<file path="config.mk">
export PLATFORM = sky130hd
export DESIGN_NAME = regfile_wr_arbiter
export DESIGN_NICKNAME = d
export VERILOG_FILES = /design/src/rtl/regfile_wr_arbiter.sv
export SDC_FILE = /design/constraint.sdc
export NUM_CORES = 1
export LEC_CHECK = 0
export ABC_AREA = 1
export CAP_MARGIN = 20
export CORE_MARGIN = 3
export CORE_UTILIZATION = 44
export DETAILED_ROUTE_END_ITERATION = 10
export PLACE_DENSITY_LB_ADDON = 0.2
export SYNTH_ARGS = -nofsm -noshare
export SYNTH_HDL_FRONTEND = slang
export SYNTH_SLANG_ARGS = --single-unit
</file>
<file path="constraint.sdc">
create_clock -name clk -period 3.5 [get_ports clk]
set_input_delay 0.7 -clock clk [delete_from_list [all_inputs] [get_ports clk]]
set_output_delay 0.7 -clock clk [all_outputs]
set_load 0.05 [all_outputs]
</file>
<file path="src/rtl/regfile_wr_arbiter.sv">
// Two-source arbiter for the register file's single write port: CPU writeback has fixed
// priority, an I/O starvation counter forces an I/O grant, and a RAW stall covers in-flight writes.
module regfile_wr_arbiter #(
    parameter int DW         = 16,
    parameter int AW         = 4,
    parameter int STARVE_MAX = 4
) (
    input  logic          clk,
    input  logic          reset,
    input  logic          cpu_req_valid,
    input  logic [AW-1:0] cpu_req_addr,
    input  logic [DW-1:0] cpu_req_data,
    output logic          cpu_req_ready,
    input  logic          io_req_valid,
    input  logic [AW-1:0] io_req_addr,
    input  logic [DW-1:0] io_req_data,
    output logic          io_req_ready,
    input  logic [AW-1:0] ra1,
    input  logic [AW-1:0] ra2,
    output logic          we3,
    output logic [AW-1:0] wa3,
    output logic [DW-1:0] wd3,
    output logic          raw_stall,
    output logic          dbg_state,
    output logic [3:0]    dbg_wait_cnt
);

    typedef enum logic {
        PRI_CPU = 1'b0,
        PRI_IO  = 1'b1
    } pri_state_e;

    localparam logic [3:0] STARVE_LIM = 4'(STARVE_MAX);

    pri_state_e    state_q, state_d;
    logic [3:0]    wait_cnt_q, wait_cnt_d;
    logic          we_q, we_d;
    logic [AW-1:0] wa_q, wa_d;
    logic [DW-1:0] wd_q, wd_d;

    logic          cpu_rdy;
    logic          io_rdy;
    logic          cpu_xfer;
    logic          io_xfer;
    logic          xfer;
    logic [AW-1:0] xfer_addr;
    logic [DW-1:0] xfer_data;

    // Handshake: a transfer happens on a rising edge with valid=1 and ready=1; requesters hold
    // valid/addr/data until ready. Ready depends only on both valids and the priority state.
    always_comb begin
        cpu_rdy = 1'b0;
        io_rdy  = 1'b0;
        if (reset) begin
            if (state_q == PRI_CPU) begin
                cpu_rdy = cpu_req_valid;
                io_rdy  = io_req_valid & ~cpu_req_valid;
            end else begin
                io_rdy  = io_req_valid;
                cpu_rdy = cpu_req_valid & ~io_req_valid;
            end
        end
    end

    assign cpu_xfer  = cpu_req_valid & cpu_rdy;
    assign io_xfer   = io_req_valid & io_rdy;
    assign xfer      = cpu_xfer | io_xfer;
    assign xfer_addr = cpu_xfer ? cpu_req_addr : io_req_addr;
    assign xfer_data = cpu_xfer ? cpu_req_data : io_req_data;

    // Priority flips when the counter is about to reach the limit, so the grant lands next cycle.
    always_comb begin
        wait_cnt_d = wait_cnt_q;
        state_d    = state_q;
        if (!io_req_valid || io_xfer) begin
            wait_cnt_d = 4'd0;
        end else if (wait_cnt_q != STARVE_LIM) begin
            wait_cnt_d = wait_cnt_q + 4'd1;
        end
        case (state_q)
            PRI_CPU: begin
                if (wait_cnt_d == STARVE_LIM) begin
                    state_d = PRI_IO;
                end
            end
            PRI_IO: begin
                if (io_xfer || !io_req_valid) begin
                    state_d = PRI_CPU;
                end
            end
            default: state_d = PRI_CPU;
        endcase
    end

    // r0 is hard-wired zero: the handshake completes but the write port is left untouched.
    always_comb begin
        we_d = 1'b0;
        wa_d = wa_q;
        wd_d = wd_q;
        if (xfer && (xfer_addr != '0)) begin
            we_d = 1'b1;
            wa_d = xfer_addr;
            wd_d = xfer_data;
        end
    end

    always_ff @(posedge clk or negedge reset) begin
        if (!reset) begin
            state_q    <= PRI_CPU;
            wait_cnt_q <= 4'd0;
            we_q       <= 1'b0;
            wa_q       <= '0;
            wd_q       <= '0;
        end else begin
            state_q    <= state_d;
            wait_cnt_q <= wait_cnt_d;
            we_q       <= we_d;
            wa_q       <= wa_d;
            wd_q       <= wd_d;
        end
    end

    assign cpu_req_ready = cpu_rdy;
    assign io_req_ready  = io_rdy;
    assign we3           = we_q;
    assign wa3           = wa_q;
    assign wd3           = wd_q;
    assign dbg_state     = (state_q == PRI_IO);
    assign dbg_wait_cnt  = wait_cnt_q;

    // Regfile reads are not bypassed, so any read of the pending destination must wait a cycle.
    assign raw_stall = we_q & (((ra1 == wa_q) && (ra1 != '0)) ||
                               ((ra2 == wa_q) && (ra2 != '0)));

endmodule

</file>
* After elaboration in Yosys (flattened, before gate mapping)
Index checks and enable logic that the tools add are counted.
** Storage, ports and cells
- Register bits :: 26
- Bits of input ports :: 52
- Output and inout port bits :: 29
** Operators by class
- Reductions and logical operators :: 9
- Equal/unequal tests :: 4
- $add $sub $neg :: 1
- Multiplexer cells :: 12
- Bitwise operators :: 9
** Operators by type and width (count)
- 2-to-1 mux 16 bit :: 1
- 2-to-1 mux 4 bit :: 3
- nonzero test 4 bit :: 3
- equality test 4 bit :: 2
- 2-to-1 mux 1 bit :: 7
- bitwise AND 1 bit :: 5
- adder 4 x 1 -> 4 bit (second input constant) :: 1
- equality test 4 x 3 -> 1 bit (second input constant) :: 1
- != test 4 x 3 -> 1 bit (second input constant) :: 1
- logical AND 1 bit :: 3
- NOT 1 bit :: 3
- logical OR 1 bit :: 2
- case mux 1 bit (2 select lines) :: 1
- zero test 1 bit :: 1
- OR 1 bit :: 1

* Logic depth before layout (Yosys ltp)
Gate-level depths: netlist of run 1.
- Word-level depth :: 10
- Depth in mapped cells :: 12
- Depth with buffers taken out :: 10

* Least setup slack after synthesis of run 1
OpenSTA, ideal clock, no wires.
- Kind :: input -> output
- From :: input ra2[1]
- To :: output raw_stall
- Arrival :: 2.317 ns
- Path buffers :: 0
- Required time :: 2.800 ns
- Cell stages on the path :: 4
- Path slack :: 0.483 ns
- Cell sequence :: or2_2 a21oi_1 nand3_1 a21boi_0
** On the way
- Word-level cells in the longest chain between the ends :: 4
- Elaborated cells on any way between the ends :: 5
- Classes of those cells :: eq/ne: 1; bitwise: 1; reduce/logical: 3
** Ends and longest elaborated chain
- start: declaration :: line 19 : input logic [AW-1:0] ra2,
- equality test 4 bit or nonzero test 4 bit (tied branches) :: line 133 : ((ra2 == wa_q) && (ra2 != '0)));
- logical AND 1 bit (*) :: line 133
- logical OR 1 bit (*) :: line 132 : assign raw_stall = we_q & (((ra1 == wa_q) && (ra1 != '0)) ||
- bitwise AND 1 bit (*) :: line 132
- end: declaration :: line 23 : output logic raw_stall,
Mark *: on every way between the ends. The rest lies on a longest branch, timed or not.

* Final worst setup path of run 1
- From :: input reset
- To :: output cpu_req_ready
** On the way
- Word-level cells in the longest chain between the ends :: 1
** Ends and longest elaborated chain
- start: declaration :: line 9 : input logic reset,
- 2-to-1 mux 1 bit :: line 54 : if (reset) begin
- end: declaration :: line 13 : output logic cpu_req_ready,
Every way passes these cells.

==> out/metrics.yaml, run 1 <==
cts_hold_buf: 0
r2r_start: "dbg_state"
final_antenna_net_count: 0
crit_arrival_ns: 2.06
p_int_mw: 0.652
grt_max_degree: 23
io_pins: 81
final-setup-viol-count: 0
die_h_um: 67.9
overflow: 0
fp-row-count: 21
fin_crit_ns: 2.76
r2r_slack_ns: 1.78
clock_path_buffers: 2
min_to: "wd3[4]"
hold_start: "wd3[4]"
n_antenna_cell: 0
worstSetupStartpointType: "input port"
grt_pass1_wl_um: 6710
start_util: 0.479
combPwrFrac: 0.471
avgRoutedWirePerCell_um: 11.4
area_delta_synth_final_pct: 51.2
maxSlewViolCount: 0
final.period_utilization: 0.788
worstSkewPairLatency_ns: 0.27
h-tree-depth: 1
drt_iter0_markers: 67
root_buffer: "clkbuf_8"
dp_slack_ns: 0.729
clock_power_share: 0.175
cp_max_fo: 22
numPortBuffers: 80
max_freq_mhz: 363
antenna_found_initial: 0
final_net_count: 357
avgViaCountPerCell: 4.69
gp_congestion: 0.754
r2r_end: "wd3[9]"
clk_pin_slew_worst_paths_ns: 0.09
cap_violations: 0
core_mm2: 0.00352
min_path_cells: 2
wirelength_um: 3980
grt_setup_unrepaired: "false"
outcome: "finished clean"
synth_fp_nets: 278
vias: 1632
critPathKind: "input port to output port"
crit_required_ns: 2.80
swShare: 0.414
numCtsBuffers: 3
drcViolationCount: 0
cts.repair.resized: 0
post_cts_buffers: 0
yosysWarnings: 0
hpwlAfterDp_um: 3100
synth-seq-cells: 26
finalClockSkew_ns: 0.00414
setup_tns_ns: 0
die_area_mm2: 0.00461
r2r_cells: 7
synthCells: 224
relSlewSlack: 0.570
yosysSeqAreaShare: 0.386
dieWidth_um: 67.9
p_leak_nw: 1.26
grt_util_all_layers: 0.189
layout_setup_ws_ns: 0.742
clock-sinks: 26
p_switching_mw: 0.460
syn_area_per_cell_um2: 7.52
worstMarginPinSlew_ns: 0.643
p_per_area_mw_per_mm2: 437
syn-cell-area_mm2: 0.00169
tritoncts: "built"
dr.pass1.iters: 4
finalHoldViolCount: 0
grt_pass1_vias: 1539
hold_path.class: "flop to flop"
pwr-share-seq: 0.354
peakVddDrop_v: 0.000184
ys_types: 24
drive_above_1_share: 0.136
critPathCaptureType: "output port"
-- logic make-up after synthesis --
logic type | synth area share
DFF | 0.386
buffers and inverters | 0.0876
AOI/OAI and AO/OA | 0.0200
adders and majority gates | 0.0148
and+or+nand+nor | 0.460
xor gates and xnor gates | 0.0312
-- synthesized netlist by cell type, drive strengths merged --
cell / count / area (um^2)
nor2: 15 / 71.3
nand2: 112 / 531
inv: 16 / 60.1
a21oi: 2 / 10.0
xnor2: 1 / 8.76
ha: 2 / 25.0
a21boi: 1 / 7.51
clkinv: 1 / 5.00
nand3: 28 / 140
o21ai: 1 / 16.3
dfrtp: 26 / 651
buf: 8 / 82.6
xor2: 5 / 43.8
nand4: 2 / 12.5
nor3: 3 / 15.0
or2: 1 / 6.26
-- cell type report --
class	instances	area (um^2)
timing repair buffer	82	833
tap	46	57.6
sequential	26	651
inverter	17	65.1
clock buffer	4	55.1
fill	312	972
multi-input combinational	173	887
-- placed cells by master, fill, tap and decap left out, drive strengths merged --
cell type	instances
nor3	3
clkbuf	4
clkdlybuf4s50	77
clkinv	1
xor2	5
nand4	2
or2	1
dfrtp	26
xnor2	1
a21boi	1
buf	5
nand3	28
nand2	112
o21ai	1
a21oi	2
nor2	15
inv	16
ha	2
-- critical path, stage by stage --
cell	delay, ns
clkdlybuf4s50_1	0.53
nand2_1	0.09
clkinv_2	0.09
nand2_4	0.17
inv_2	0.29
buf_12	0.18
-- flip-flops by register name, indices dropped and copies added, names as in the netlist --
signal,cells
we3,1
dbg_wait_cnt,4
wd3,16
wa3,4
dbg_state,1
-- layer usage --
metal  wire [um]  track usage  share of wire
met2        1910        0.322           0.48
met1        1690        0.239           0.43
met4          35       0.0372         0.0088
met5           0            0              0
met3         340       0.0558          0.086
-- per-stage QoR --
step | instances | power [mW] | instance area, um^2 | utilization | hold WS [ns]
2_1_floorplan | 224 | 0.735 | 1690 | - | 0.404
3_3_place_gp | 344 | 0.922 | 2490 | 0.708 | 0.456
3_5_place_dp | 344 | 0.928 | 2490 | 0.708 | 0.462
4_1_cts | 348 | 1.12 | 2550 | 0.724 | 0.484
5_1_grt | 348 | 1.18 | 2550 | 0.724 | 0.511
6_report | 348 | 1.11 | 2550 | 0.724 | 0.480
-- power groups by stage --
stage	Combinational (mW)	Clock (mW)	Sequential, mW
after floorplan	0.162	0	0.574
after global placement	0.524	0	0.398
after detailed placement	0.528	0	0.401
after CTS	0.530	0.199	0.395
after global routing	0.566	0.210	0.403
final	0.524	0.195	0.394
-- how the worst max path moves through the flow --
stage               startpoint            end  slack [ns]  depth (start not counted)
finish                   reset  cpu_req_ready        0.74                          6
global route             reset  cpu_req_ready        0.64                          6
CTS                      reset  cpu_req_ready        0.72                          6
detailed placement       reset  cpu_req_ready        0.73                          6
global placement         reset  cpu_req_ready        0.75                          6
floorplan               ra2[1]      raw_stall        0.48                          4
(Power assumes the default switching activity.)
==> run 2, diff against run 1 <==
CORE_UTILIZATION = 37   (was 44)
clock period = 2.34 ns   (was 3.5 ns; I/O delays follow)
==> out/metrics.yaml, run 2 (synthesized netlist as in run 1, its figures left out) <==
outcome: "finished clean"
clock_path_buffers: 2
start_util: 0.401
grt_pass1_wl_um: 6710
die_h_um: 73.5
worstSetupStartpointType: "input port"
area_delta_synth_final_pct: 55.2
h-tree-depth: 1
grt_setup_unrepaired: "false"
dp_slack_ns: 0.103
wirelength_um: 3940
finalHoldViolCount: 0
setup_tns_ns: 0
final-setup-viol-count: 0
p_per_area_mw_per_mm2: 669
finalPower_mw: 1.75
fp-row-count: 23
final_util: 0.623
final_cell_mix: "nand2_1, clkdlybuf4s50_1, nand3_1"
nFillCells: 372
grt_pass1_vias: 1520
drive_above_1_share: 0.150
hold_path.class: "flop to flop"
peakVddDrop_v: 0.000494
hpwlAfterDp_um: 3250
tritoncts: "built"
drt_iter0_markers: 32
fin_crit_ns: 2.22
clk_pin_slew_worst_paths_ns: 0.09
core_mm2: 0.00420
clock-sinks: 26
numPortBuffers: 80
grt_util_all_layers: 0.156
numCtsBuffers: 3
avgRoutedWirePerCell_um: 11.1
post_cts_buffers: 0
dr.pass1.iters: 4
largest_register_ffs: 16
die_area_mm2: 0.00540
overflow: 0
fin_area_mm2: 0.00262
critPathCaptureType: "output port"
grt_max_degree: 22
cap_violations: 0
worstSkewPairLatency_ns: 0.26
io_pins: 81
cts_hold_buf: 0
relSlewSlack: 0.644
final.period_utilization: 0.950
placedInstanceArea_mm2: 0.00254
crit_required_ns: 1.87
final_antenna_net_count: 0
critPathKind: "input port to output port"
final_net_count: 361
final_common_cell: "nand2_1"
root_buffer: "clkbuf_8"
gp_congestion: 0.746
layout_setup_ws_ns: 0.117
vias: 1601
antenna_found_initial: 0
drcViolationCount: 0
cts.repair.resized: 0
crit_arrival_ns: 1.76
worstMarginPinSlew_ns: 0.533
cp_max_fo: 3
max_freq_mhz: 450
p_leak_nw: 1.29
finalClockSkew_ns: 0.00183
maxSlewViolCount: 0
n_antenna_cell: 0
dieWidth_um: 73.5
avgViaCountPerCell: 4.50
==> run 2: cell types whose count changed in the layout (fill, tap and decap cells not counted) <==
cell	previous run	this run
bufinv_16	0	1
a21boi_0	1	0
a21boi_2	0	1
buf_12	2	3
clkbuf_8	4	3
buf_4	3	6
==> run 2: final cells by class <==
class,count,area [um^2],area share
multi-input cells,173,891,0.341
inverters,17,65.1,0.0249
clock buffers,3,41.3,0.0158
flip-flops and latches,26,651,0.249
clock inverters,1,30.0,0.0115
repair buffers,86,876,0.335
well taps,50,62.6,0.0239
==> run 2: metal layers <==
layer | GRT usage | vias to the layer above | share of wire
li1 | - | 853 | -
met1 | 0.199 | 701 | 0.43
met2 | 0.264 | 43 | 0.49
met3 | 0.0465 | 4 | 0.074
met4 | 0.0262 | 0 | 0.010
met5 | 0 | - | 0
==> run 2: critical path, stage by stage <==
cell	delay, ns
clkdlybuf4s50_1	0.44
or2_2	0.28
a21oi_1	0.14
nand3_1	0.09
a21boi_2	0.18
buf_12	0.15
==> run 2: report_power, final <==
group          total, mW  leakage [nW]  switching [mW]  internal, mW
Sequential         0.592         0.329          0.0690         0.523
Clock              0.363        0.0357           0.135         0.229
Combinational      0.793         0.921           0.482         0.312
==> run 2: through the flow <==
stage,cells,hold slack [ns]
2_1_floorplan,224,0.172
3_3_place_gp,352,0.454
3_5_place_dp,352,0.461
4_1_cts,356,0.489
5_1_grt,356,0.506
6_report,356,0.485
==> run 2: worst paths after layout <==
| path | startpoint | endpoint | depth (start not counted) | slack (ns) |
|---|---|---|---|---|
| worst min register to register | wd3[4] | wd3[4] | 2 | 0.49 |
| max in group asynchronous | reset | wd3[14] | 2 | 1.54 |
| worst max-delay path | ra2[1] | raw_stall | 6 | 0.12 |
| min in group asynchronous | reset | dbg_wait_cnt[1] | 2 | 0.58 |
| worst max register to register | dbg_state | wd3[7] | 7 | 0.77 |
| worst min-delay path | wd3[4] | wd3[4] | 2 | 0.49 |
